==> src/rtl/pc_sequencer.sv <==
// pc_sequencer: registered next-PC unit with branch/jump/call offsets, flush redirect
// and a circular return-address stack that overwrites its oldest entry when full.
module pc_sequencer #(
    parameter int ADDR_WIDTH    = 16,
    parameter int BR_OFF_WIDTH  = 8,
    parameter int JMP_OFF_WIDTH = 12,
    parameter int RAS_DEPTH     = 4,
    parameter logic [ADDR_WIDTH-1:0] RESET_ADDR = '0,
    parameter int PC_INC        = 1
) (
    input  logic                          clk,
    input  logic                          rst_n,
    input  logic                          stall,
    input  logic                          flush,
    input  logic [ADDR_WIDTH-1:0]         flush_addr,
    input  logic                          br_taken,
    input  logic [BR_OFF_WIDTH-1:0]       br_off,
    input  logic                          jump,
    input  logic                          call,
    input  logic [JMP_OFF_WIDTH-1:0]      jmp_off,
    input  logic                          ret,
    output logic [ADDR_WIDTH-1:0]         pc,
    output logic [$clog2(RAS_DEPTH):0]    ras_count,
    output logic                          ras_ovf,
    output logic                          ras_unf
);
    localparam int PW = $clog2(RAS_DEPTH);
    localparam int CW = PW + 1;

    logic [ADDR_WIDTH-1:0] stack [RAS_DEPTH];
    logic [PW-1:0]         top, top_nxt;
    logic [ADDR_WIDTH-1:0] br_ext, jmp_ext, inc_pc, pc_nxt;
    logic [CW-1:0]         count_nxt;
    logic                  active, empty, full, push, pop, unf;

    assign br_ext  = {{(ADDR_WIDTH-BR_OFF_WIDTH){br_off[BR_OFF_WIDTH-1]}}, br_off};
    assign jmp_ext = {{(ADDR_WIDTH-JMP_OFF_WIDTH){jmp_off[JMP_OFF_WIDTH-1]}}, jmp_off};
    assign inc_pc  = pc + ADDR_WIDTH'(PC_INC);
    assign active  = !flush && !stall;
    assign empty   = ras_count == '0;
    assign full    = ras_count == CW'(RAS_DEPTH);
    assign push    = active && call;
    // ret only acts when no higher-priority redirect is present
    assign pop     = active && !call && !jump && !br_taken && ret && !empty;
    assign unf     = active && !call && !jump && !br_taken && ret && empty;

    always_comb begin
        pc_nxt    = flush ? flush_addr :
                    stall ? pc :
                    (call || jump) ? pc + jmp_ext :
                    br_taken ? pc + br_ext :
                    pop ? stack[top] : inc_pc;
        count_nxt = push ? (full ? ras_count : ras_count + 1'b1) :
                    pop ? ras_count - 1'b1 : ras_count;
        top_nxt   = push ? top + 1'b1 : pop ? top - 1'b1 : top;
    end

    always_ff @(posedge clk or negedge rst_n) begin
        if (!rst_n) begin
            pc        <= RESET_ADDR;
            ras_count <= '0;
            top       <= '0;
            ras_ovf   <= 1'b0;
            ras_unf   <= 1'b0;
        end else begin
            pc        <= pc_nxt;
            ras_count <= count_nxt;
            top       <= top_nxt;
            ras_ovf   <= push && full;
            ras_unf   <= unf;
        end
    end

    // When full, top+1 lands on the oldest slot, so the push overwrites it.
    always_ff @(posedge clk) begin
        if (push) stack[top + 1'b1] <= inc_pc;
    end
endmodule

==> config.mk <==
export PLATFORM = sky130hd
export DESIGN_NAME = pc_sequencer
export DESIGN_NICKNAME = d
export VERILOG_FILES = /design/src/rtl/pc_sequencer.sv
export SDC_FILE = /design/constraint.sdc
export NUM_CORES = 1
export LEC_CHECK = 0
export ABC_AREA = 1
export BUFFER_PORTS_ARGS = -buffer_cell sky130_fd_sc_hd__buf_2
export CAP_MARGIN = 0
export CORE_AREA = 2 2 136 138
export DETAILED_ROUTE_END_ITERATION = 6
export DIE_AREA = 0 0 138 140
export MAX_ROUTING_LAYER = met4
export PLACE_DENSITY = 0.53
export SETUP_SLACK_MARGIN = 0.3
export SKIP_LAST_GASP = 1
export SYNTH_ARGS = -nofsm -noshare
export SYNTH_HDL_FRONTEND = slang
export SYNTH_SLANG_ARGS = --single-unit
==> constraint.sdc <==
create_clock -name clk -period 3.6 [get_ports clk]
set_input_delay 0.72 -clock clk [delete_from_list [all_inputs] [get_ports clk]]
set_output_delay 0.72 -clock clk [all_outputs]
set_load 0.005 [all_outputs]
* Yosys cells after proc, flatten, opt, wreduce, memory -nomap -nowiden *
Memory sizes are Yosys's and may differ from the RTL's.
Cells that the tools add are included.

storage, ports and cells
  register bits = 23
  bits in writable memories = 64
  bits of input ports = 44
  output and inout port bits = 21
  logic and storage cells = 47
  memories kept = 1

operators by class
  add/sub/neg operators = 7
  eq/ne operators = 3
  muxes and demuxes = 12
  reductions and logical operators = 19

memory list
  memory  words  width  read ports  clocked after Yosys merged registers in  write ports  line  RTL
  stack   4      16     1           0                                        1            30    logic [ADDR_WIDTH-1:0] stack [RAS_DEPTH];

operator list
  kind                                                                count
  16-bit two-way mux                                                  5
  16-bit adder                                                        2
  16-bit by 1-bit adder with 16-bit output, second input constant     1
  1-bit logical AND                                                   9
  3-bit two-way mux                                                   3
  1-bit zero test                                                     6
  2-bit two-way mux                                                   2
  3-bit by 1-bit adder with 3-bit output, second input constant       1
  3-bit equality test, second input constant                          1
  3-bit zero test                                                     1
  3-bit by 1-bit subtractor with 3-bit output, second input constant  1
  2-bit by 1-bit adder with 2-bit output, second input constant       1
  1-bit two-way mux                                                   2
  2-bit by 1-bit != test with 1-bit output, second input constant     1
  2-bit != test, second input constant                                1
  2-bit AND reduction                                                 1
  2-bit nonzero test                                                  1
  2-bit by 1-bit subtractor with 2-bit output, second input constant  1
  1-bit logical OR                                                    1

* Longest topological paths before layout *
Gate-level depths: netlist (run 1).

  word-level depth = 12
  mapped depth = 15
  depth with buffers taken out = 15

* Worst setup path after synthesis (run 1) *
Ideal clock, no wire load.

  path kind = input-to-reg
  from = input port flush
  to = memory stack[0][0], enable pin
  arrival time = 1.916 ns
  setup slack = 1.295 ns
  stages on the path = 6
  cell sequence = buf_6 nor2_8 inv_2 nor2_4 inv_2 nor2_1

between the ends
  cells in the longest elaborated chain, start to end = 5

ends and longest elaborated chain
  what                                     line  RTL
  from (decl)                              14    input logic flush,
  1-bit zero test                          39    assign active = !flush && !stall;
  1-bit logical AND                        39
  1-bit logical AND                        42    assign push = active && call;
  1-bit two-way mux                        76    if (push) stack[top + 1'b1] <= inc_pc;
  1-bit two-way mux (not written as such)  76
  to (decl)                                30

No other way between the ends.

* Final worst setup path (run 1) *
  from = input port flush
  to = memory stack[2][10], enable pin

Same word-level chain as after synthesis.

==> impl_metrics.yaml, run 1 <==
outcome:
  status: "finished, final reports clean"
global_routing:
  grt_pass1_vias: 5246
  grt_antenna_before_repair: 0
  track_usage: 0.193
  grt_max_degree: 37
  grt_pass1_wl_mm: 28.4
  grt_overflow: 0
critical_path:
  cp_cell_sequence: "buf_2 > nor2_8 > inv_2 > nor2_4 > inv_2 > nor2_1 > buf_4"
  cp-start-kind: "primary input"
  crit_fanout: 17
  worst-endpoint-required_ps: 3650
  worstPathArrival_ps: 2320
  path_class: "primary input to register"
  max_stage_delay_ps: 400
  crit_path_frequent_cell: "inv_2"
  slowest_stage: "nor2_1"
  end_kind: "register"
power:
  irDropWorstVdd_v: 0.000318
  p_leak_nw: 3.26
  p_per_area_nw_per_um2: 537
detailed_routing:
  postRouteWirelength_mm: 17.8
  dr.pass1.iters: 4
  drc_errors: 0
  antenna_left: 0
  wl_per_cell_microns: 16.3
  drt-vias-per-instance: 4.98
  dr_total_vias: 5438
  drt_iter0_markers: 287
cells_and_area:
  insertedDiodeCount: 0
  layout_common_cells: "nand2_1, inv_1, nand3_1, nor2_1"
  utilization: 0.392
  final_common_cell: "nand2_1"
  area.growth.synth_to_final_pct: 14.0
  drive_gt1_frac: 0.137
  fin_nets: 941
  finalNonFillerCells: 1093
yosys:
  synth_compound_area_frac: 0.110
  syn_area_sq_um: 6120
  synthMuxAreaShare: 0.00184
  synth_edf_count: 64
  seq_area_frac_synth: 0.408
  synth_cells: 796
  ys_seq_elements: 87
  async_flop_share: 0.264
  yosys_most_used_dff: "edfxtp_1"
  yosys.area_share.simple: 0.297
  synth_top_family_by_area: "simple AND/OR/NAND/NOR gates"
  synthAdderAreaFrac: 0.0813
  postSynthAreaPerCell_sq_um: 7.69
  ys_types: 40
  synth_fp_nets: 878
  synth_xor_area_frac: 0.0257
  yosysWarnings: 0
floorplanning:
  chipHeight_microns: 140
  start_util: 0.344
  core-area_sq_um: 17800
  ios: 65
  fp.dieW_microns: 138
  num_rows: 49
  die_area_sq_um: 19300
clock_tree:
  h-tree-depth: 3
  cts_hold_buffers: 0
  numCtsBuffers: 9
  clk_pin_slew_worst_paths_ps: 70
  cts_resized: 0
  cts.path.max_buffers: 2
  root_buffer: "clkbuf_16"
  cts.sinks: 87
  clock_latency_ps: 360
  post_cts_buffers: 0
  cts_tree: "yes"
timing:
  slew_violations: 0
  tightest_slew_ps: 706
  finalSetupViolCount: 0
  whs_ps: 345
  max_freq_mhz: 439
  hold_viol: 0
  fin_ws_ps: 1320
  finalClockSkew_ps: 11.7
  max-slew-margin-rel: 0.527
  fin_crit_ps: 2280
  period_share: 0.633
  rsz0062_at_grt: "false"
  final.setup.tns_ps: 0
place:
  pre_cts_ws_ps: 962
  dp_cells: 1077
  port-buffer-count: 64
  place_hpwl_mm: 13.3
  gp_congestion: 0.927
hold_path:
  hold_path.class: "primary input to asynchronous set/reset pin"
job:
  drv_cap: 0
## flip-flops by register name (all words and copies together), names as in the netlist
name	cells
stack	64
pc	16
ras_count	3
top	2
ras_ovf	1
ras_unf	1
## routing by layer
layer	track usage	vias up	part of all wire
li1	-	2763	-
met1	0.267	2518	0.48
met2	0.295	132	0.45
met3	0.0315	25	0.045
met4	0.0510	0	0.020
met5	-	-	0
## path summary, 6_finish.rpt
check                      slack [ps]  cells after the start                      from                        to
hold reg to reg                   530                      1  ras_count[2]$_DFFE_PN0P_  ras_count[2]$_DFFE_PN0P_
setup reg to reg                 1320                     11         pc[0]$_DFFE_PN0P_        pc[10]$_DFFE_PN0P_
hold / removal                    350                      1                     rst_n  ras_count[0]$_DFFE_PN0P_
setup / recovery                 1320                      7                     flush    stack[2][10]$_DFFE_PP_
min in group clk                  530                      1  ras_count[2]$_DFFE_PN0P_  ras_count[2]$_DFFE_PN0P_
max in group asynchronous        2880                      1                     rst_n        pc[11]$_DFFE_PN0P_
## cell type report
class,instances,area (sq um)
clock buffer,10,229
tap,229,287
fill,1897,10800
clock inverter,6,68.8
sequential,87,2500
inverter,94,355
multi-input combinational,595,3160
timing repair buffer,72,380
## power by group
group / internal [W] / switching (W)
clock network: 0.000545 / 0.000418
registers: 0.00120 / 0.000108
logic: 0.000483 / 0.000987
total: 0.00223 / 0.00151
## cells in the mapped netlist (5+ instances only)
| cell type | count | area share |
|---|---|---|
| ha_1 | 35 | 0.072 |
| o21ai_1 | 10 | 0.0082 |
| inv_2 | 5 | 0.0031 |
| nor2_1 | 70 | 0.043 |
| edfxtp_1 | 64 | 0.31 |
| o21ai_0 | 45 | 0.037 |
| nand2_1 | 241 | 0.15 |
| inv_1 | 84 | 0.051 |
| dfrtp_1 | 23 | 0.094 |
| buf_2 | 12 | 0.0098 |
| nor3_1 | 7 | 0.0057 |
| o22ai_1 | 10 | 0.010 |
| nand3b_1 | 5 | 0.0061 |
| nor2_4 | 5 | 0.0092 |
| nand3_1 | 70 | 0.057 |
| xor2_1 | 14 | 0.020 |
| o211ai_1 | 5 | 0.0061 |
| a21oi_1 | 42 | 0.034 |
## kinds of logic (layout without fill, tap and decap cells)
family                   after synthesis  after routing
flip-flops                            87             87
multiplexers                           1              1
XOR/XNOR                              18             18
AND/OR/NAND/NOR                      416            416
buffers and inverters                114            182
AO/OA/AOI/OAI                        122            122
adder cells (fa/ha/maj)               38             38
## per-stage QoR
stage,total power [W],area [sq um]
after floorplan,0.00233,6120
after CTS,0.00376,6980
final,0.00374,6980
after global routing,0.00404,6980
after detailed placement,0.00280,6680
after global placement,0.00280,6680
## worst max-delay path: cells and delay by family
| family | cells | cell delay [ps] |
|---|---|---|
| buffers and inverters | 4 | 760 |
| and+or+nand+nor | 3 | 840 |
(Power assumes the default switching activity.)
==> run 2, diff against run 1 <==
- clock period: 3.6 -> 2.4 ns (I/O delays scaled with it)
==> run 2 against run 1 <==
Net effect:
- core utilization increased by 2.0 points
- final cell count grew 1.6%
- worst hold slack got worse by 220 ps
- critical path depth grew 5
- non-clock buffer count up 18
- combinational power grew 59%
- wire length is 1.4% higher
- first-iteration DRC count is 38% higher
- flip-flop and latch count is the same
- count of clock-buffer cells in the layout up 2
- global-route usage fell by 0.068 points
- critical path type is now register to register
==> impl_metrics.yaml, run 2 (same netlist as run 1, synthesis figures left out) <==
clock_tree:
  clock_latency_ps: 350
  cts.path.max_buffers: 2
  h-tree-depth: 3
  root_buffer: "clkbuf_16"
  cts_tree: "yes"
  clk_pin_slew_worst_paths_ps: 60
  cts.sinks: 87
  cts_hold_buffers: 0
  numCtsBuffers: 9
timing:
  hold_viol: 0
  fin_ws_ps: 423
  max-slew-margin-rel: 0.606
  rsz0062_at_grt: "true"
  final.setup.tns_ps: 0
  period_share: 0.824
  max_freq_mhz: 506
  finalClockSkew_ps: 6.99
  slew_violations: 0
  finalSetupViolCount: 0
  tightest_slew_ps: 591
  fin_crit_ps: 1980
cells_and_area:
  fillers: 1827
  finalNonFillerCells: 1111
  insertedDiodeCount: 0
  final_common_cell: "nand2_1"
  fin_nets: 959
  largest_register_ffs: 64
  area.growth.synth_to_final_pct: 19.9
  regMostFlops: "stack"
  layout_common_cells: "nand2_1, inv_1, nand3_1, nor2_1"
  drive_gt1_frac: 0.215
  reg.largest.list: "stack: 64 flops, pc: 16 flops, ras_count: 3 flops"
detailed_routing:
  wl_met1_mm: 8.69
  dr.max_layer_used: "met4"
  drt-vias-per-instance: 4.94
  postRouteWirelength_mm: 18.0
  wl_per_cell_microns: 16.2
  dr_wl_met2_mm: 8.31
  drc_errors: 0
  antenna_left: 0
  dr_total_vias: 5486
  drt_iter0_markers: 396
  wl_met3_microns: 620
  dr.pass1.iters: 5
critical_path:
  end_kind: "register"
  cp-start-kind: "register"
  path_class: "register to register"
  crit_fanout: 4
  worstPathArrival_ps: 2220
  worst-endpoint-required_ps: 2640
place:
  dp_cells: 1092
  port-buffer-count: 64
  gp_congestion: 0.911
  place_hpwl_mm: 13.7
  pre_cts_ws_ps: 130
floorplanning:
  fp.dieW_microns: 138
  num_rows: 49
  core-area_sq_um: 17800
  chipHeight_microns: 140
  die_area_sq_um: 19300
  start_util: 0.344
  ios: 65
global_routing:
  grt_pass1_wl_mm: 28.3
  grt_pass1_vias: 5170
  grt_antenna_before_repair: 0
  grt_overflow: 0
  track_usage: 0.192
  grt_max_degree: 36
outcome:
  status: "finished, final reports clean"
power:
  irDropWorstVdd_v: 0.000335
  p_per_area_nw_per_um2: 763
  p_leak_nw: 3.30
hold_path:
  hold_path.class: "primary input to asynchronous set/reset pin"
job:
  drv_cap: 0
## run 2: cell count changes in the layout (fill, tap and decap cells not counted), sizes merged
| cell | before | now |
|---|---|---|
| buf | 72 | 90 |
| clkinvlp | 0 | 3 |
| clkbuf | 10 | 12 |
| clkinv | 7 | 5 |
| inv | 92 | 90 |
| bufinv | 1 | 0 |
## run 2: stage by stage
step	hold slack [ps]	utilization	power (W)	instance area, sq um
CTS	151	0.397	0.00551	7060
floorplan	184	-	0.00350	6130
detailed placement	505	0.382	0.00421	6800
global route	174	0.413	0.00601	7340
global placement	508	0.382	0.00421	6800
finish	129	0.413	0.00560	7340
## run 2: area by class of cell
class	count	area, sq um	share of cell area
Sequential cell	87	2510	0.342
Inverter	94	359	0.0489
Multi-Input combinational cell	595	3400	0.463
Timing Repair Buffer	90	519	0.0707
Clock buffer	12	236	0.0322
Tap cell	229	287	0.0390
Clock inverter	4	25.0	0.00341
## run 2: what timing repair did
| item | 4_1_cts | 5_1_grt |
|---|---|---|
| resized for setup | 2 | 56 |
| setup buffers | 0 | 3 |
| endpoints found under the setup margin | 2 | 12 |
| cloned | 0 | 0 |
| pin swaps | 0 | 6 |
## run 2: worst paths after layout
check                      depth (start not counted)                startpoint                       end  slack (ps)
max in group asynchronous                          1                     rst_n        pc[13]$_DFFE_PN0P_        1840
setup reg to reg                                  12         pc[0]$_DFFE_PN0P_         pc[8]$_DFFE_PN0P_         420
setup / recovery                                  12         pc[0]$_DFFE_PN0P_         pc[8]$_DFFE_PN0P_         420
hold / removal                                     1                     rst_n         ras_ovf$_DFF_PN0_         130
min in group clk                                   3             flush_addr[3]         pc[3]$_DFFE_PN0P_         350
hold reg to reg                                    1  ras_count[2]$_DFFE_PN0P_  ras_count[2]$_DFFE_PN0P_         520
## run 2: critical path, cell delays in order, from the launching register on
cell and delay [ps]:
dfrtp_2 450, ha_2 210, fa_2 340, nand2_1 80, inv_1 50, nand2_1 50, nand2_1 100, nand2_1 90
nand3_2 70, o21ai_0 160, nand3_1 120, nand3b_1 100, nand2_1 50
## run 2: metal layers
| metal | vias to the layer above | global-route usage |
|---|---|---|
| li1 | 2796 | - |
| met1 | 2522 | 0.262 |
| met2 | 141 | 0.300 |
| met3 | 27 | 0.0246 |
| met4 | 0 | 0.0607 |
| met5 | - | - |
## run 2: where the power goes
group	internal, W	switching (W)
clock	0.000699	0.000580
combinational	0.000846	0.00149
sequential	0.00181	0.000171
==> run 3, diff against run 2 <==
- PLACE_DENSITY: 0.53 -> 0.55
- clock period: 2.4 -> 1.65 ns (I/O delays scaled with it)
==> run 3 against run 2 <==
Net effect:
- the flow now finishes with violations (setup timing)
- global-route usage increased by 1.5 points
- clock skew increased by 5.7 ps
- core utilization increased by 9.3 points
- sequential share of layout area decreased by 6.3 points
- worst hold slack got worse by 130 ps
- register-to-register slack got worse by 740 ps
- critical endpoint unchanged
- largest cell class unchanged
==> impl_metrics.yaml, run 3 (same netlist as run 1, synthesis figures left out) <==
outcome:
  status: "finished with violations"
  violations: "setup timing"
timing:
  final.setup.tns_ps: -5850
  fin_ws_ps: -312
  hold_viol: 0
  finalSetupViolCount: 59
  max_freq_mhz: 510
  slew_violations: 0
  tightest_slew_ps: 621
  fin_crit_ps: 1960
  period_share: 1.19
  whs_ps: 0.0441
  max-slew-margin-rel: 0.586
  finalClockSkew_ps: 12.7
  rsz0062_at_grt: "true"
clock_tree:
  cts.sinks: 87
  clock_latency_ps: 340
  cts_tree: "yes"
  root_buffer: "clkbuf_16"
  h-tree-depth: 3
  cts_hold_buffers: 0
  clk_pin_slew_worst_paths_ps: 70
  cts.path.max_buffers: 2
  numCtsBuffers: 9
floorplanning:
  core-area_sq_um: 17800
  die_area_sq_um: 19300
  num_rows: 49
  chipHeight_microns: 140
  start_util: 0.344
  fp.dieW_microns: 138
  ios: 65
job:
  drv_cap: 0
detailed_routing:
  drt_iter0_markers: 354
  postRouteWirelength_mm: 19.5
  drc_errors: 0
  drt-vias-per-instance: 4.89
  dr.pass1.iters: 5
  dr_total_vias: 6101
  antenna_left: 0
  wl_per_cell_microns: 15.7
cells_and_area:
  largest_register_ffs: 64
  fin_nets: 1095
  insertedDiodeCount: 0
  reg.largest.list: "stack: 64 flops, pc: 16 flops, ras_count: 3 flops"
  drive_gt1_frac: 0.376
  design_area_sq_um: 8990
  final_common_cell: "nand2_1"
  regMostFlops: "stack"
  layout_common_cells: "nand2_1, buf_4, inv_1, edfxtp_1, buf_2"
  fillers: 1748
  area.growth.synth_to_final_pct: 46.8
global_routing:
  grt_pass1_wl_mm: 30.3
  busiest_layer: "met2"
  grt_pass1_vias: 5736
  met2_usage: 0.334
  grt_overflow: 0
  grt_max_degree: 24
  grtUsageMet1: 0.279
  grt_antenna_before_repair: 0
  track_usage: 0.207
  use_met3: 0.0274
hold_path:
  hold_path.class: "primary input to asynchronous set/reset pin"
critical_path:
  crit_fanout: 3
  path_class: "register to register"
  worstPathArrival_ps: 2200
  end_kind: "register"
  cp-start-kind: "register"
  worst-endpoint-required_ps: 1890
place:
  dpl_cell_area_sq_um: 7900
  gp_congestion: 0.899
  place_hpwl_mm: 14.6
  pre_cts_ws_ps: -352
  port-buffer-count: 64
power:
  p_total_w: 0.00991
  irDropWorstVdd_v: 0.000718
  switching_share: 0.378
  pwr-share-clk: 0.204
  p_seq_frac: 0.290
  p_int_w: 0.00616
  pwr-share-comb: 0.505
  p_per_area_nw_per_um2: 1100
  p_leak_nw: 4.12
  switchingPower_w: 0.00375
-- run 3: per-layer routing --
layer,vias up,wire length (microns)
li1,3068,-
met1,2842,9030
met2,169,9140
met3,22,1050
met4,0,317
met5,-,0
-- run 3: power groups by stage --
stage	logic [W]	clock network, W	registers (W)
after floorplan	0.00244	0	0.00288
after global placement	0.00410	0	0.00287
after detailed placement	0.00413	0	0.00287
after CTS	0.00477	0.00205	0.00286
after global routing	0.00551	0.00215	0.00289
final	0.00501	0.00203	0.00287
-- run 3: critical path: stages (launching register included) --
cell and delay, ps:
dfrtp_2 450, ha_4 180, fa_2 350, nand2_2 90, inv_1 50, nand2_1 60
nand2_2 80, nand2_2 70, nand3_2 80, o21ai_2 180, nand3_2 110, nand3b_1 110
nand2_1 50
-- run 3: path summary, 6_finish.rpt --
check                      slack (ps)                     start                        to  depth (start not counted)
max                              -310         pc[0]$_DFFE_PN0P_         pc[8]$_DFFE_PN0P_                         12
min                              0.04                     rst_n  ras_count[0]$_DFFE_PN0P_                          1
max reg2reg                      -310         pc[0]$_DFFE_PN0P_         pc[8]$_DFFE_PN0P_                         12
min reg2reg                       550  ras_count[2]$_DFFE_PN0P_  ras_count[2]$_DFFE_PN0P_                          2
max in group asynchronous        1200                     rst_n         pc[5]$_DFFE_PN0P_                          1
min in group clk                  210             flush_addr[0]         pc[0]$_DFFE_PN0P_                          3
-- run 3: metrics by stage --
step                cells   util
CTS                  1238  0.491
detailed placement   1204  0.444
finish               1247  0.506
global placement     1204  0.444
global route         1247  0.506
floorplan             796      -
-- run 3: final cells by class --
| type | count | area, sq um | share of cell area |
|---|---|---|---|
| clock buffers | 9 | 225 | 0.0251 |
| clock inverters | 7 | 72.6 | 0.00807 |
| inverters | 94 | 373 | 0.0415 |
| flip-flops and latches | 87 | 2510 | 0.279 |
| multi-input cells | 595 | 3740 | 0.416 |
| well taps | 229 | 287 | 0.0319 |
| repair buffers | 226 | 1780 | 0.198 |
-- run 3: repair_timing --
action / CTS / global route
hold endpoints to repair: 0 / 0
gates resized for setup: 90 / 41
endpoints found under the setup margin: 152 / 156
cloned: 3 / 0
buffers inserted: 15 / 9
pin swaps: 28 / 18
